<file path="src/rtl/fifo_async_rd_stream.sv">
// fifo_async_rd_stream
// Read-side adapter for the async FIFO, living entirely in the read-clock domain.
// It issues FIFO reads only when a buffer slot is guaranteed for the returning
// beat. That credit check is what turns the FIFO's non-stallable 1-cycle read
// data into a valid/ready stream with full backpressure.
module fifo_async_rd_stream #(
    parameter int BITWIDTH  = 32,
    parameter int BUF_DEPTH = 4
) (
    input  logic                       CLK,
    input  logic                       RST,
    input  logic                       FIFO_EMPTY,
    output logic                       FIFO_R_EN,
    input  logic [BITWIDTH-1:0]        FIFO_DATA,
    input  logic                       FIFO_DATA_VALID,
    output logic [BITWIDTH-1:0]        M_DATA,
    output logic                       M_VALID,
    input  logic                       M_READY,
    output logic [$clog2(BUF_DEPTH):0] BUF_LEVEL,
    output logic                       ERR
);

    localparam int PTR_W = $clog2(BUF_DEPTH);
    localparam int CNT_W = PTR_W + 1;
    localparam int SUM_W = PTR_W + 2;
    localparam logic [CNT_W-1:0] DEPTH_CNT = CNT_W'(BUF_DEPTH);
    localparam logic [SUM_W-1:0] DEPTH_SUM = SUM_W'(BUF_DEPTH);

    logic [PTR_W-1:0]    wrPtr_q, wrPtr_d;
    logic [PTR_W-1:0]    rdPtr_q, rdPtr_d;
    logic [CNT_W-1:0]    count_q, count_d;
    logic                inflight_q, inflight_d;
    logic                err_q, err_d;
    logic [BITWIDTH-1:0] mem_q [BUF_DEPTH];

    logic                req;
    logic                pop;
    logic                push;
    logic [SUM_W-1:0]    creditSum;

    // Stream outputs come straight from registered state, so there is no path from FIFO_DATA
    always_comb begin
        M_VALID   = (count_q != '0);
        M_DATA    = M_VALID ? mem_q[rdPtr_q] : '0;
        BUF_LEVEL = count_q;
        ERR       = err_q;
    end

    // Handshakes plus the credit check: a read may issue only if its data is certain to find a free slot
    always_comb begin
        pop       = M_VALID && M_READY;
        push      = FIFO_DATA_VALID && inflight_q;
        creditSum = SUM_W'(count_q) + SUM_W'(inflight_q) - SUM_W'(pop);
        FIFO_R_EN = !RST && !FIFO_EMPTY && (creditSum < DEPTH_SUM);
        req       = FIFO_R_EN && !FIFO_EMPTY;
    end

    // Next-state for pointers, occupancy, outstanding-read flag and sticky error
    always_comb begin
        wrPtr_d    = wrPtr_q;
        rdPtr_d    = rdPtr_q;
        inflight_d = req;
        count_d    = count_q + CNT_W'(push) - CNT_W'(pop);
        err_d      = err_q || (FIFO_DATA_VALID && !inflight_q);
        if (push) begin
            wrPtr_d = wrPtr_q + PTR_W'(1);
        end
        if (pop) begin
            rdPtr_d = rdPtr_q + PTR_W'(1);
        end
    end

    // Control state register; reset drops buffered and in-flight beats
    always_ff @(posedge CLK) begin
        if (RST) begin
            wrPtr_q    <= '0;
            rdPtr_q    <= '0;
            count_q    <= '0;
            inflight_q <= 1'b0;
            err_q      <= 1'b0;
        end else begin
            wrPtr_q    <= wrPtr_d;
            rdPtr_q    <= rdPtr_d;
            count_q    <= count_d;
            inflight_q <= inflight_d;
            err_q      <= err_d;
        end
    end

    // Buffer storage is left unreset; only the pointers and count decide what is valid
    always_ff @(posedge CLK) begin
        if (push) begin
            mem_q[wrPtr_q] <= FIFO_DATA;
        end
    end

    // The credit rule must prevent a push into a full buffer
    assert property (@(posedge CLK) disable iff (RST) !(push && count_q == DEPTH_CNT && !pop));

endmodule

</file>
<file path="config.mk">
export PLATFORM = sky130hd
export DESIGN_NAME = fifo_async_rd_stream
export DESIGN_NICKNAME = d
export VERILOG_FILES = /design/src/rtl/fifo_async_rd_stream.sv
export SDC_FILE = /design/constraint.sdc
export NUM_CORES = 1
export LEC_CHECK = 0
export ABC_AREA = 1
export BUFFER_PORTS_ARGS = -buffer_cell sky130_fd_sc_hd__buf_2
export CAP_MARGIN = 20
export CORE_AREA = 2 2 102 104
export DETAILED_ROUTE_END_ITERATION = 10
export DIE_AREA = 0 0 104 106
export PLACE_DENSITY = 0.85
export SYNTH_ARGS = -nofsm -noshare
export SYNTH_HDL_FRONTEND = slang
export SYNTH_SLANG_ARGS = --single-unit
</file>
<file path="constraint.sdc">
create_clock -name CLK -period 2.63 [get_ports CLK]
set_input_delay 0.263 -clock CLK [delete_from_list [all_inputs] [get_ports CLK]]
set_output_delay 0.263 -clock CLK [all_outputs]
set_load 0.05 [all_outputs]
</file>
; ---- Word level (Yosys, flattened, before mapping)
; Memories as Yosys holds them, arrays and structs flattened. A register that Yosys moved wholly into a read port is not among the register bits.
; Index checks and enable logic that the tools add are counted.
[word_totals]
ff_bits = 9
ram_bits = 128
input_bits = 37
output_inout_bits = 38
word_cells = 29
n_memories = 1
[memory_table]
columns = memory, depth, word_bits, read_ports, rd_clocked_by_memory_dff, wr, line
row1 = mem_q, 4, 32, 1, 1, 1, 34  ; logic [BITWIDTH-1:0] mem_q [BUF_DEPTH];
[op_classes]
n_addsub = 6
order_cmp = 1
mux = 5
reduce_logical = 11
[op_table]
columns = operator, count
row1 = two-way mux 32 bit, 1
row2 = logical AND 1 bit, 6
row3 = adder 2 x 1 -> 2 bit (second input constant), 2
row4 = adder 3 x 1 -> 4 bit, 1
row5 = < comparator 4 x 3 -> 1 bit (second input constant), 1
row6 = two-way mux 2 bit, 2
row7 = subtractor 4 x 1 -> 4 bit, 1
row8 = adder 3 x 1 -> 3 bit, 1
row9 = zero test 1 bit, 3
row10 = nonzero test 3 bit, 1
row11 = subtractor 3 x 1 -> 3 bit, 1
row12 = two-way mux 1 bit, 2
row13 = logical OR 1 bit, 1

; ---- Depth between registers and ports, before layout
[depth]
word_depth = 6
mapped_depth = 13
depth_no_buf = 13

; ---- Worst setup path before layout
; OpenSTA, ideal clock, no wires.
[synth_timing]
path_kind = register to output
start = reg count_q[1] (netlist: BUF_LEVEL[1])
end = out FIFO_R_EN
arrival_ps = 2702
slack_ps = -335
path_stages_with_launch = 13
n_path_buf = 0
path_cell_list = dfxtp_1 inv_1 nand2_2 nand2_2 inv_1 nand2_1 ha_1 nand2_1 inv_1 nand4_1 nand3_1 nand3_2 nor2_1
[synth_via]
elab_chain_len = 5
word_cells_on_any_way = 6
cone_classes = 2 x add/sub / 1 x order compare / 3 x reduce/logical
[synth_rtl]
columns = item, line
row1 = "start, declared", 31  ; logic [CNT_W-1:0] count_q, count_d;
row2 = "start signal, assigned", 84  ; count_q <= count_d;
row3 = nonzero test 3 bit, 43  ; M_VALID = (count_q != '0);
row4 = named net M_VALID, 17  ; output logic M_VALID,
row5 = logical AND 1 bit, 51  ; pop = M_VALID && M_READY;
row6 = subtractor 4 x 1 -> 4 bit, 53  ; creditSum = SUM_W'(count_q) + SUM_W'(inflight_q) - SUM_W'(pop);
row7 = < comparator 4 x 3 -> 1 bit, 54  ; FIFO_R_EN = !RST && !FIFO_EMPTY && (creditSum < DEPTH_SUM);
row8 = logical AND 1 bit, 54
row9 = "end, declared", 13  ; output logic FIFO_R_EN,
; The timed path passes the listed nets, and every way through them passes these cells.

; ---- Worst setup path after layout
[layout_timing]
start = reg count_q[0] (netlist: BUF_LEVEL[0])
end = out FIFO_R_EN
[layout_via]
elab_chain_len = 5
word_cells_on_any_way = 6
cone_classes = 2 x add/sub / 1 x order compare / 3 x reduce/logical
[layout_rtl]
columns = item, line
row1 = "parallel branches: the longest is 2 deep, another holds adder 3 x 1 -> 4 bit", -
row2 = subtractor 4 x 1 -> 4 bit (*), 53
row3 = < comparator 4 x 3 -> 1 bit (*), 54
row4 = logical AND 1 bit (*), 54
; Mark *: on every way between the ends.

==> qor.yml <==
htree_levels: 4
chipWidth_um: 104
utilization: 0.709
finalHoldWorstSlack_ps: 37.0
synth_seq_area_share: 0.728
initial_utilization: 0.558
drt_iter0_drc: 363
clk_latency_ps: 520
num_antenna_cells: 0
rows: 37
grt_max_degree: 65
placed_area_um2: 6140
place.detailed.hpwl_um: 6640
crit_path_end_kind: "primary output"
ys_warn_count: 0
wl_met1_um: 4650
port_buffers: 74
wire_per_inst_um: 16.9
fmax_ghz: 0.391
slew-limit-headroom: 0.512
setup_ws_ps: 72.4
die_h_um: 106
die-area_um2: 11000
cts_max_path_buffers: 2
core_um2: 10000
dr_wl_met3_um: 984
synth.cell_area_um2: 5580
cp-start-kind: "flip-flop"
cts.reportedPaths.clkPinSlew_ps: 60
wirelength_um: 12200
synth_seq_cells: 139
seq_area_um2: 4070
setup_violations: 0
crit_chain: "nor2_1, nand2_2, nand2_2, inv_2, nand2_1, ha_1, nand2_1, inv_1, nand4_1, nand3_1, nand3_2, nor2_4, buf_6"
nFillCells: 665
drtAntennaViolNets: 0
worst_slew_pin_slew_ps: 731
gp_congestion: 0.814
finalCritPeriodShare: 0.972
cp.required_ps: 2370
cts_tree: "built"
period_minus_slack_ps: 2560
met2_length_um: 6360
p_total_mw: 7.69
vias_per_cell: 5.45
first_global_vias: 3922
slowest_delay_ps: 360
place_inst: 659
nNetsFinal: 620
postLayoutCellArea_um2: 7090
critical_path_class: "flip-flop to primary output"
drt_pre_antenna_iters: 5
cp.arrival_ps: 2290
drv_slew: 0
synth_area_per_cell_um2: 12.1
syn_inst: 462
ir_worst_vdd_uv: 839
path_buf_inv: 3
grt_pass1_wl_um: 18800
synth_nets: 507
final-hold-violation-count: 0
top_layer_used: "met4"
synth_cell_types: 23
p_per_area_nw_per_um2: 1080
min_path_type: "primary input to flip-flop"
path_max_fanout: 5
cts.sinks: 139
grt_antenna_before_repair: 0
drt_drc_violations_left: 0
vias: 3948
dp_slack_ps: 455
track_usage: 0.226
drv_cap: 0
outcome: "finished clean"
final_cells: 724
root_buffer: "clkbuf_8"
overflow: 0
leakage_nw: 2.66
multiInputGateArea_um2: 1330
finalSetupTns_ps: 0
slowest_stage: "dfxtp_2"
io-pin-count: 75
crit_family: "simple AND/OR/NAND/NOR gates"
drive_above_1_share: 0.228
finClkSkew_ps: 5.12
area_growth_pct: 27.0
grt_setup_unrepaired: "yes"
cts_buffers: 17
report_power, final:
group          switching (mW)  total (mW)  internal, mW
clock network           0.923        2.38          1.46
logic                    2.07        2.72         0.648
registers              0.0512        2.59          2.54
kinds of logic (layout without fill, tap and decap cells):
logic type | Yosys count | in the layout | share of synthesized area
AOI/OAI and AO/OA | 100 | 100 | 0.0901
buffers and inverters | 44 | 170 | 0.0401
adders and majority gates | 8 | 8 | 0.0193
DFF | 139 | 139 | 0.728
and+or+nand+nor | 170 | 170 | 0.121
xor gates and xnor gates | 1 | 1 | 0.00157
flip-flops by register name, indices dropped and copies added (netlist names), named ones only:
name        flops
wrPtr_q         2
rdPtr_q         2
mem_q         128
inflight_q      1
ERR             1
BUF_LEVEL       3
worst paths after layout:
| kind | startpoint | to | slack (ps) | cells past startpoint |
|---|---|---|---|---|
| setup / recovery | BUF_LEVEL[0]$_SDFF_PP0_ | FIFO_R_EN | 70 | 13 |
| hold / removal | FIFO_EMPTY | inflight_q$_SDFF_PP0_ | 40 | 4 |
| setup reg to reg | inflight_q$_SDFF_PP0_ | BUF_LEVEL[2]$_SDFF_PP0_ | 660 | 8 |
| hold reg to reg | ERR$_SDFF_PP0_ | ERR$_SDFF_PP0_ | 470 | 2 |
timing repair:
item,in CTS,in global routing
setup endpoints to repair,1,14
gates resized for setup,4,4
buffers inserted,0,0
hold endpoints to repair,129,0
hold buffers,33,0
worst reg2reg max path, cell delays in order, from the launching register on:
cell and delay [ps]:
dfxtp_1 330, nand2_1 430, inv_1 150, nand2_1 110, nand2_1 60, ha_1 210
fa_1 380, xnor2_1 150, nor2_1 50
Yosys cell counts:
| cell type | count | share of area |
|---|---|---|
| buf_6 | 6 | 0.012 |
| edfxtp_1 | 128 | 0.69 |
| nor3b_2 | 1 | 0.0022 |
| a211oi_1 | 1 | 0.0013 |
| a21oi_1 | 35 | 0.031 |
| buf_4 | 1 | 0.0013 |
| clkbuf_1 | 9 | 0.0060 |
| nand2_1 | 15 | 0.010 |
| nand3_1 | 3 | 0.0027 |
| xnor2_1 | 1 | 0.0016 |
| o21ai_1 | 38 | 0.034 |
| buf_2 | 8 | 0.0072 |
| fa_1 | 1 | 0.0036 |
| inv_1 | 19 | 0.013 |
| nand2_2 | 3 | 0.0034 |
| nor2_1 | 143 | 0.096 |
| nand4_1 | 2 | 0.0022 |
| o21ai_0 | 26 | 0.023 |
| nand3_2 | 1 | 0.0018 |
| dfxtp_1 | 11 | 0.039 |
| ha_1 | 7 | 0.016 |
| inv_2 | 1 | 0.00067 |
| nor3b_1 | 2 | 0.0027 |
final cells by class:
cell class,count,share of cell area
Timing Repair Buffer,118,0.118
Tap cell,136,0.0240
Clock buffer,17,0.0584
Clock inverter,15,0.0268
Multi-Input combinational cell,279,0.188
Sequential cell,139,0.574
Inverter,20,0.0106
cells in the final DEF (no fill, tap or decap), types with 3 or more instances in the layout:
| master | instances |
|---|---|
| clkinvlp_4 | 4 |
| dfxtp_1 | 7 |
| inv_6 | 4 |
| nor2_4 | 5 |
| o21ai_0 | 26 |
| edfxtp_1 | 128 |
| a21oi_1 | 35 |
| buf_12 | 3 |
| nor2_1 | 138 |
| nand2_1 | 15 |
| clkbuf_16 | 16 |
| buf_2 | 73 |
| bufinv_16 | 3 |
| dfxtp_2 | 4 |
| inv_1 | 17 |
| buf_4 | 6 |
| ha_1 | 7 |
| nand3_1 | 3 |
| clkinv_4 | 4 |
| inv_2 | 3 |
| nand2_2 | 3 |
| o21ai_1 | 38 |
| dlygate4sd3_1 | 33 |
metal layers:
metal	vias to the layer above	GRT usage
met1	1876	0.268
met3	28	0.0552
met4	0	0.106
li1	1834	-
met2	210	0.391
met5	-	0
(Power assumes the default switching activity.)
